==> config.mk <==
export PLATFORM = sky130hd
export DESIGN_NAME = axis_bram_master
export DESIGN_NICKNAME = d
export VERILOG_FILES = /design/src/rtl/axis_bram_master.sv
export SDC_FILE = /design/constraint.sdc
export NUM_CORES = 1
export LEC_CHECK = 0
export CAP_MARGIN = 10
export CORE_MARGIN = 5
export CORE_UTILIZATION = 50
export CTS_BUF_LIST = sky130_fd_sc_hd__clkbuf_8 sky130_fd_sc_hd__clkbuf_16
export CTS_CLUSTER_DIAMETER = 40
export DETAILED_ROUTE_END_ITERATION = 6
export PLACE_DENSITY_LB_ADDON = 0.15
export SETUP_SLACK_MARGIN = 0.1
export SLEW_MARGIN = 20
export SYNTH_ARGS = -nofsm -noshare
export SYNTH_HDL_FRONTEND = slang
export SYNTH_SLANG_ARGS = --single-unit
==> constraint.sdc <==
create_clock -name clk -period 3.4 [get_ports clk]
set_input_delay 0.51 -clock clk [delete_from_list [all_inputs] [get_ports clk]]
set_output_delay 0.51 -clock clk [all_outputs]
set_load 0.1 [all_outputs]
==> src/rtl/axis_bram_master.sv <==
`default_nettype none
// ============================================================================
// Module      : axis_bram_master
// Description : Streams a completed FFT frame out of the FFT working BRAM as
//               an AXI-Stream master. A go pulse in IDLE starts a frame of
//               FFT_SIZE words, read in natural or bit-reversed order. The
//               1-cycle BRAM read latency and downstream backpressure are
//               absorbed by a 2-entry output FIFO. tlast marks word
//               FFT_SIZE-1.
// Ports       : clk, reset_n            - clock, async active-low reset
//               axis_bram_master_go     - start pulse (sampled in IDLE only)
//               axis_bram_master_busy   - high while a frame is in progress
//               axis_bram_master_done   - pulse when the last beat is accepted
//               axis_mem2m_raddr/re     - BRAM read address / read enable
//               axis_mem2m_rdata        - BRAM data, valid one clock after re
//               axis_fft2out_*          - AXI-Stream master (tkeep all ones)
// Revision    : 1.0 - initial release
// ============================================================================
module axis_bram_master #(
    parameter int FFT_SIZE         = 4096,
    parameter int ADDR_WIDTH       = 12,
    parameter int DATA_WIDTH       = 64,
    parameter int BIT_REVERSE_READ = 0
) (
    input  logic                    clk,
    input  logic                    reset_n,
    input  logic                    axis_bram_master_go,
    output logic                    axis_bram_master_busy,
    output logic                    axis_bram_master_done,
    output logic [ADDR_WIDTH-1:0]   axis_mem2m_raddr,
    output logic                    axis_mem2m_re,
    input  logic [DATA_WIDTH-1:0]   axis_mem2m_rdata,
    output logic                    axis_fft2out_tvalid,
    input  logic                    axis_fft2out_tready,
    output logic [DATA_WIDTH-1:0]   axis_fft2out_tdata,
    output logic                    axis_fft2out_tlast,
    output logic [DATA_WIDTH/8-1:0] axis_fft2out_tkeep
);

    localparam logic [0:0] c_ST_IDLE = 1'b0;
    localparam logic [0:0] c_ST_READ = 1'b1;

    // Issue counter is one bit wider than the address so it can hold
    // FFT_SIZE, which is where it saturates.
    localparam logic [ADDR_WIDTH:0] c_FFT_SIZE = (ADDR_WIDTH+1)'(FFT_SIZE);
    localparam logic [ADDR_WIDTH:0] c_LAST_IDX = c_FFT_SIZE - (ADDR_WIDTH+1)'(1);

    logic [0:0]            r_state;
    logic [ADDR_WIDTH:0]   r_issue_cnt;
    logic                  r_inflight;
    logic                  r_inflight_last;
    logic [DATA_WIDTH-1:0] r_buf_data [0:1];
    logic                  r_buf_last [0:1];
    logic                  r_head;
    logic [1:0]            r_count;

    logic                  w_tvalid;
    logic                  w_pop;
    logic [2:0]            w_occ;
    logic                  w_re;
    logic                  w_done;
    logic                  w_tail;
    logic [ADDR_WIDTH-1:0] w_nat_addr;
    logic [ADDR_WIDTH-1:0] w_raddr;

    assign w_tvalid = (r_count != 2'd0);
    assign w_pop    = w_tvalid & axis_fft2out_tready;

    // Words already committed to this FIFO: buffered plus the one in flight
    // from the BRAM, less the one leaving this cycle. Keeping this below 2
    // before issuing guarantees the FIFO can never overflow.
    assign w_occ = {1'b0, r_count} + {2'b00, r_inflight} - {2'b00, w_pop};

    assign w_re = (r_state == c_ST_READ) && (r_issue_cnt < c_FFT_SIZE) &&
                  (w_occ < 3'd2);

    assign w_done = (r_state == c_ST_READ) && w_pop && r_buf_last[r_head];

    // Tail slot; a full FIFO never coincides with a capture.
    assign w_tail = r_head ^ r_count[0];

    assign w_nat_addr = r_issue_cnt[ADDR_WIDTH-1:0];

    generate
        if (BIT_REVERSE_READ != 0) begin : g_bitrev
            for (genvar i = 0; i < ADDR_WIDTH; i++) begin : g_bit
                assign w_raddr[i] = w_nat_addr[ADDR_WIDTH-1-i];
            end
        end else begin : g_natural
            assign w_raddr = w_nat_addr;
        end
    endgenerate

    always_ff @(posedge clk or negedge reset_n) begin
        if (!reset_n) begin
            r_state         <= c_ST_IDLE;
            r_issue_cnt     <= '0;
            r_inflight      <= 1'b0;
            r_inflight_last <= 1'b0;
            r_buf_data[0]   <= '0;
            r_buf_data[1]   <= '0;
            r_buf_last[0]   <= 1'b0;
            r_buf_last[1]   <= 1'b0;
            r_head          <= 1'b0;
            r_count         <= 2'd0;
        end else begin
            // Exactly one cycle of BRAM latency: a read issued now lands next edge.
            r_inflight      <= w_re;
            r_inflight_last <= w_re && (r_issue_cnt == c_LAST_IDX);

            if (w_re) begin
                r_issue_cnt <= r_issue_cnt + (ADDR_WIDTH+1)'(1);
            end

            case (r_state)
                c_ST_IDLE: begin
                    if (axis_bram_master_go) begin
                        r_state     <= c_ST_READ;
                        r_issue_cnt <= '0;
                        r_head      <= 1'b0;
                        r_count     <= 2'd0;
                    end
                end
                c_ST_READ: begin
                    if (w_done) begin
                        r_state <= c_ST_IDLE;
                    end
                end
                default: r_state <= c_ST_IDLE;
            endcase

            if (r_inflight) begin
                r_buf_data[w_tail] <= axis_mem2m_rdata;
                r_buf_last[w_tail] <= r_inflight_last;
            end

            if (w_pop) begin
                r_head <= ~r_head;
            end

            // Simultaneous capture and pop leave the occupancy unchanged.
            case ({r_inflight, w_pop})
                2'b10:   r_count <= r_count + 2'd1;
                2'b01:   r_count <= r_count - 2'd1;
                default: r_count <= r_count;
            endcase
        end
    end

    assign axis_bram_master_busy = (r_state != c_ST_IDLE);
    assign axis_bram_master_done = w_done;
    assign axis_mem2m_re         = w_re;
    assign axis_mem2m_raddr      = w_raddr;
    assign axis_fft2out_tvalid   = w_tvalid;
    assign axis_fft2out_tdata    = r_buf_data[r_head];
    assign axis_fft2out_tlast    = r_buf_last[r_head];
    assign axis_fft2out_tkeep    = '1;

endmodule
`default_nettype wire

# --- Yosys cells after proc, flatten, opt, wreduce, memory -nomap -nowiden ---
# Cells that the tools add are included.
totals:
  ramBits: 0
  wordCells: 62
  n_memories: 0
  regBits: 149
  romBits: 0
  out_inout_bits: 89
  latch_bits: 0
classes:
  n_bitwise: 6
  n_addsub: 5
  n_mul: 0
  n_reduce_logical: 10
  shift: 0
  n_eq_ne: 4
  n_mux: 22
  order_cmp: 5
  div_mod_pow: 0
ops:
  columns: ["cell", "n"]
  rows:
  - ["$mux W64", 4]
  - ["$bwmux W128", 1]
  - ["$demux W64 S1", 1]
  - ["$mux W13", 3]
  - ["$add A13 B1 Y13 const B", 1]
  - ["$eq A13 B12 Y1 const B", 1]
  - ["$lt A13 B13 Y1 const B", 1]
  - ["$mux W1", 9]
  - ["$logic_and A1 B1 Y1", 6]
  - ["$reduce_bool A2 Y1", 3]
  - ["$ge A2 B2 Y1 const B", 2]
  - ["$not A1 Y2", 2]
  - ["$pmux W2 S2", 1]
  - ["$add A2 B1 Y3", 1]
  - ["$lt A3 B2 Y1 const B", 1]
  - ["$sub A3 B1 Y3", 1]
  - ["$add A2 B1 Y2 const B", 1]
  - ["$bwmux W2", 1]
  - ["$eq A2 B1 Y1 const B", 1]
  - ["$eq A2 B2 Y1 const B", 1]
  - ["$lt A2 B1 Y1 const B", 1]
  - ["$ne A2 B1 Y1 const B", 1]
  - ["$not A1 Y1", 2]
  - ["$pmux W1 S2", 1]
  - ["other kinds (5)", 5]

# --- Logic depth before layout (Yosys ltp) ---
# Gate-level depths: netlist of the first run.
depth:
  word_depth: 8
  mapped_depth: 9

# --- Least setup slack after synthesis of the first run ---
# No wires, ideal clock.
synth_timing:
  kind: "in2out"
  from: "in axis_fft2out_tready"
  to: "out axis_mem2m_re"
  required_time_ns: 2.890
  path_buffers: 0
  t_arrival_ns: 3.006
  path_stages: 6
  setup_slack_ns: -0.116
  cell_sequence: "o21ai_0 > nor2_1 > o21ai_0 > fa_1 > nand3b_1 > nor2_1"
synth_between:
  elab_chain_len: 4
synth_rtl:
  columns: ["item", "line", "source"]
  rows:
  - ["start: declaration", "34", "input logic axis_fft2out_tready,"]
  - ["$and A1 B1 Y1", "67", "assign w_pop = w_tvalid & axis_fft2out_tready;"]
  - ["$sub A3 B1 Y3", "72", "assign w_occ = {1'b0, r_count} + {2'b00, r_inflight} - {2'b00, w_pop};"]
  - ["$lt A3 B2 Y1", "75", "(w_occ < 3'd2);"]
  - ["$logic_and A1 B1 Y1", "74", "assign w_re = (r_state == c_ST_READ) && (r_issue_cnt < c_FFT_SIZE) &&"]
  - ["end: declaration", "31", "output logic axis_mem2m_re,"]
# No other way between the ends.

# --- Final worst setup path of the first run ---
# Same ends and word-level chain as after synthesis.

==> reports/results.ini, run 1 <==
[status]
status = finished clean

[sta]
final.period_utilization_pct = 94.0
period_minus_slack_ns = 3.19
slew_headroom_pct = 35.2
finalHoldViolations = 0
whs_ns = 0.124
setup_slack_ns = 0.206
drv_slew = 0
clock.fmax_mhz = 313
tns_ns = 0
tightest_slew_ns = 0.969
rsz0062_at_grt = false
setup_viol = 0
fin_worst_skew_ns = 0.00764

[floorplan]
placementRows = 42
coreArea_sq_mm = 0.0132
io_pins = 157
start_util_pct = 51.0
die_h_um = 126
die_area_sq_mm = 0.0159
fp.dieW_um = 126

[synthesis]
synth_top_flop_cell = dfrtp_1
async_flop_share_pct = 100
ys_ff_latch = 149
synth_top_area_cell = dfrtp_1
seq_area_frac_synth_pct = 55.2
synthDistinctLibCells = 37
synth_top_area_share_pct = 55.2
synth_most_common_cell = mux2_2
synth_common_cells = 195 x mux2_2, 149 x dfrtp_1, 26 x buf_4
synth_edf_count = 0
ys_warn_count = 0
synth.top_cells.by_area = dfrtp_1 55%, mux2_2 33%, buf_4 2.9%, buf_6 1.0%, xnor2_1 0.78%
synthesis.area_sq_mm = 0.00676
syn_area_per_cell_sq_um = 14.4
syn_inst = 468

[placement]
dp.cells = 760
gp_congestion = 0.767
io_buffers = 148
dp_hpwl_mm = 9.19
post-place-ws_ns = 0.146

[detailed_routing]
drc = 0
viasPerCell = 5.31
drtIter0Drc = 174
vias = 4209
wl_per_cell_um = 17.6
wl_mm = 13.9
drtPass1Iterations = 4
ant_nets = 0

[clocking]
cts_tree = yes
path_clk_slew_ns = 0.06
cts.sinks = 149
clockRootBuffer = clkbuf_16
clk_latency_ns = 0.42
clock_path_buffers = 2
cts_buffers = 17
htree_levels = 4
postCtsHoldBufs = 0

[critical_path]
cp-start-kind = primary input
critPathMaxStageDelay_ns = 0.52
end_kind = primary output
crit_path_max_fanout = 4
crit_top_cell = o21ai_0
critPathKind = primary input to primary output
crit_path_cell_trace = clkdlybuf4s50_1 -> o21ai_0 -> nor2_1 -> o21ai_0 -> fa_1 -> nand3b_1 -> nor2_4 -> buf_12
required_ns = 2.89
cp_slowest_cell = fa_1
arrival_ns = 2.68

[global_route]
grt_pass1_vias = 4529
antenna_found_initial = 0
grt_overflow = 0
grt_pass1_wl_mm = 23.1
grt_max_degree = 88
grt_usage_pct = 18.2

[final_layout]
finalNonFillerCells = 792
n_antenna_cell = 0
area_delta_synth_final_pct = 28.5
nets = 675
drive_above_1_share_pct = 49.8

[run]
max_cap_violations = 0

[hold_path]
hp-class = primary input to async pin

metrics by stage:
stage / util [%] / instance area [sq um]
detailed placement: 61.2 / 8100
global route: 65.6 / 8680
CTS: 65.4 / 8650
global placement: 61.2 / 8100
finish: 65.6 / 8680
floorplan: - / 6780
registers in the layout, indices dropped and copies added, names as in the netlist:
signal / count
r_count: 2
r_inflight_last: 1
r_buf_last: 2
r_head: 1
axis_bram_master_busy: 1
r_issue_cnt: 13
r_buf_data: 128
r_inflight: 1
critical path: cells and delay by family:
kind | cells | cell delay, ns
and+or+nand+nor | 3 | 0.64
adders and majority gates | 1 | 0.52
AOI/OAI and AO/OA | 2 | 0.30
buffers and inverters | 2 | 0.70
final timing paths:
check / cells past startpoint / startpoint / slack [ns] / endpoint
min in group clk: 1 / r_buf_data[68] / 0.50 / r_buf_data[68]
max reg2reg: 8 / r_count[1] / 0.74 / r_issue_cnt[10]
min reg2reg: 1 / r_buf_data[68] / 0.50 / r_buf_data[68]
max: 8 / axis_fft2out_tready / 0.21 / axis_mem2m_re
max in group asynchronous: 2 / reset_n / 2.41 / r_count[1]
min: 1 / reset_n / 0.12 / r_buf_data[99]
placed cells by master, fill, tap and decap left out, drive strengths merged, types with 2 or more instances in the layout:
master and n:
nand3 7, o31ai 2, or4 2, nand2 4, nand4 2, buf 77
a21oi 7, or3 3, clkbuf 22, nor2b 2, clkdlybuf4s50 78, nor2 12
nand2b 3, nor3 3, xnor2 7, mux2 195, and4 2, conb 8
clkinv 3, o21ai 8, inv 5, dfrtp 149, o21a 3
logic make-up after synthesis:
kind of cell	after synthesis	share of synthesized area, %
other	1	0.0555
buffers and inverters	45	4.80
multiplexers	195	32.5
adder cells (fa/ha/maj)	2	0.482
AND/OR/NAND/NOR	46	3.87
XOR/XNOR	8	1.15
flip-flops	149	55.2
AO/OA/AOI/OAI	22	1.94
cell type report:
cell class / count / area (sq um)
clock buffers: 22 / 494
clock inverters: 8 / 60.1
fillers: 1030 / 4560
inverters: 1 / 3.75
multi-input cells: 281 / 2750
flip-flops and latches: 149 / 3730
well taps: 176 / 220
repair buffers: 155 / 1430
timing repair:
item                                    in CTS  in global routing
gates resized for setup                      0                  3
buffers inserted                             0                  2
endpoints found under the setup margin       0                  1
hold endpoints to repair                     0                  0
layer usage:
layer | track usage (%) | part of all wire, %
met1 | 22.4 | 42
met2 | 29.2 | 49
met3 | 7.62 | 8.3
met4 | 6.06 | 1.3
met5 | 0 | 0
Power of run 1 is left out: the tool's default activity adds up to more than one toggle a clock period on the data nets, which glitch-free logic cannot reach.
==> inputs of run 2 (changes only) <==
clock period = 3.5 ns   (was 3.4 ns; I/O delays follow)
==> run 2 against run 1 <==
  * Highest routed layer unchanged
  * Worst setup slack better by 0.025 ns
  * Flip-flop and latch count unchanged
  * Clock-buffer cell count down 1
  * Hold slack worse by 0.089 ns
  * Cell count up 0.38%
  * Via count about the same
  * Critical path depth unchanged
==> reports/results.ini, run 2 (synthesis results as in run 1) <==
[floorplan]
fp.dieW_um = 126  ; unchanged
die_area_sq_mm = 0.0159  ; unchanged
io_pins = 157  ; unchanged
die_h_um = 126  ; unchanged
start_util_pct = 51.0  ; unchanged
coreArea_sq_mm = 0.0132  ; unchanged
placementRows = 42  ; unchanged

[critical_path]
crit_start = axis_fft2out_tready  ; unchanged
cp_top_family = buffers and inverters  ; unchanged
crit_buf_inv = 2  ; unchanged
cp_slowest_cell = clkdlybuf4s50_1  ; was fa_1
cp-start-kind = primary input  ; unchanged
critPathMaxStageDelay_ns = 0.52  ; about the same
required_ns = 2.97  ; was 2.89 ns
rr_startpoint = r_count[1]  ; unchanged
crit_path_cell_trace = clkdlybuf4s50_1 -> o21ai_0 -> nor2_1 -> o21ai_0 -> fa_1 -> nand3b_1 -> nor2_4 -> buf_12  ; unchanged
end_kind = primary output  ; unchanged
crit_top_cell = o21ai_0  ; unchanged
arrival_ns = 2.74  ; was 2.68 ns
crit_path_max_fanout = 5  ; was 4
critPathKind = primary input to primary output  ; unchanged

[sta]
drv_slew = 0  ; unchanged
tns_ns = 0  ; unchanged
period_minus_slack_ns = 3.27
whs_ns = 0.0350  ; was 0.124 ns
final.period_utilization_pct = 93.4
clock.fmax_mhz = 306
finalHoldViolations = 0  ; unchanged
rsz0062_at_grt = false  ; unchanged
tightest_slew_ns = 0.967  ; was 0.969 ns
setup_viol = 0  ; unchanged
slew_headroom_pct = 35.3  ; was 35.2%
fin_worst_skew_ns = 0.00506  ; was 0.00764 ns

[final_layout]
nets = 677  ; was 675
top_register = r_buf_data  ; unchanged
top_regs = r_buf_data x128, r_issue_cnt x13  ; unchanged
final_core_util_pct = 65.8  ; was 65.6%
layout_common_cells = 195 x mux2_2, 147 x dfrtp_1, 79 x clkdlybuf4s50_1  ; was 195 x mux2_2, 147 x dfrtp_1, 78 x clkdlybuf4s50_1
largest_reg_flops = 128  ; unchanged
area_delta_synth_final_pct = 29.1  ; was 28.5%
mostFrequentLayoutCell = mux2_2  ; unchanged
drive_above_1_share_pct = 50.4  ; was 49.8%
n_antenna_cell = 0  ; unchanged

[clocking]
clockRootBuffer = clkbuf_16  ; unchanged
clock_path_buffers = 2  ; unchanged
htree_levels = 4  ; unchanged
clk_latency_ns = 0.42  ; about the same
path_clk_slew_ns = 0.06  ; about the same
cts_buffers = 17  ; unchanged
postCtsHoldBufs = 0  ; unchanged
cts.sinks = 149  ; unchanged
postCtsSetupBuffers = 0  ; unchanged
cts_tree = yes  ; unchanged
post_cts_resized = 0  ; unchanged

[placement]
dp_hpwl_mm = 9.71  ; was 9.19 mm
io_buffers = 148  ; unchanged
gp_congestion = 0.768  ; was 0.767

[detailed_routing]
drtPass1Iterations = 4  ; unchanged
drc = 0  ; unchanged
vias = 4210  ; was 4,209
wl_per_cell_um = 17.7  ; was 17.6 um
drtIter0Drc = 228  ; was 174
viasPerCell = 5.30  ; was 5.31
wl_mm = 14.1  ; was 13.9 mm
ant_nets = 0  ; unchanged

[global_route]
grt_usage_pct = 18.2  ; about the same
grt_overflow = 0  ; unchanged
grt_max_degree = 52  ; was 88
antenna_found_initial = 0  ; unchanged
grt_pass1_vias = 4696  ; was 4,529
grt_pass1_wl_mm = 23.1  ; about the same

[status]
status = finished clean  ; unchanged

[run]
max_cap_violations = 0  ; unchanged

[hold_path]
hp-class = primary input to async pin  ; unchanged

[run 2: cell count changes in the layout (fill, tap and decap cells not counted), moves of 2 or more]
cell | previous run | this run
inv_1 | 5 | 2
clkinvlp_4 | 0 | 2
bufinv_16 | 1 | 3
buf_12 | 5 | 2
buf_4 | 71 | 75
[run 2: layout make-up]
type	instances	area (sq um)
Clock buffer	21	480
Clock inverter	10	129
Fill cell	1026	4520
Inverter	1	3.75
Multi-Input combinational cell	281	2750
Sequential cell	149	3730
Tap cell	176	220
Timing Repair Buffer	157	1410
[run 2: worst paths after layout]
| check | endpoint | slack, ns | depth (start not counted) |
|---|---|---|---|
| worst max-delay path | axis_mem2m_re | 0.23 | 8 |
| worst max register to register | r_issue_cnt[10] | 0.81 | 8 |
| worst min-delay path | r_buf_data[35] | 0.04 | 1 |
| min in group clk | r_buf_data[12] | 0.50 | 1 |
| worst min register to register | r_buf_data[12] | 0.50 | 1 |
| max in group asynchronous | r_buf_data[101] | 2.59 | 2 |
[run 2: metal layers]
layer / part of all wire, % / up-vias / global-route usage, % / wire (um)
met3: 7.4 / 25 / 6.94 / 1050
met1: 41 / 2140 / 22.0 / 5820
li1: - / 1924 / - / -
met5: 0 / - / 0 / 0
met4: 2.2 / 0 / 7.38 / 315
met2: 49 / 121 / 29.6 / 6880
[run 2: through the flow]
| stage | setup slack [ns] | std cells | cell area, sq um |
|---|---|---|---|
| 6_report | 0.230 | 795 | 8720 |
| 5_1_grt | 0.103 | 795 | 8720 |
| 4_1_cts | 0.199 | 795 | 8700 |
| 3_5_place_dp | 0.212 | 764 | 8100 |
| 3_3_place_gp | 0.269 | 764 | 8100 |
| 2_1_floorplan | 0.453 | 475 | 6780 |
Power of run 2 is left out for the same reason.
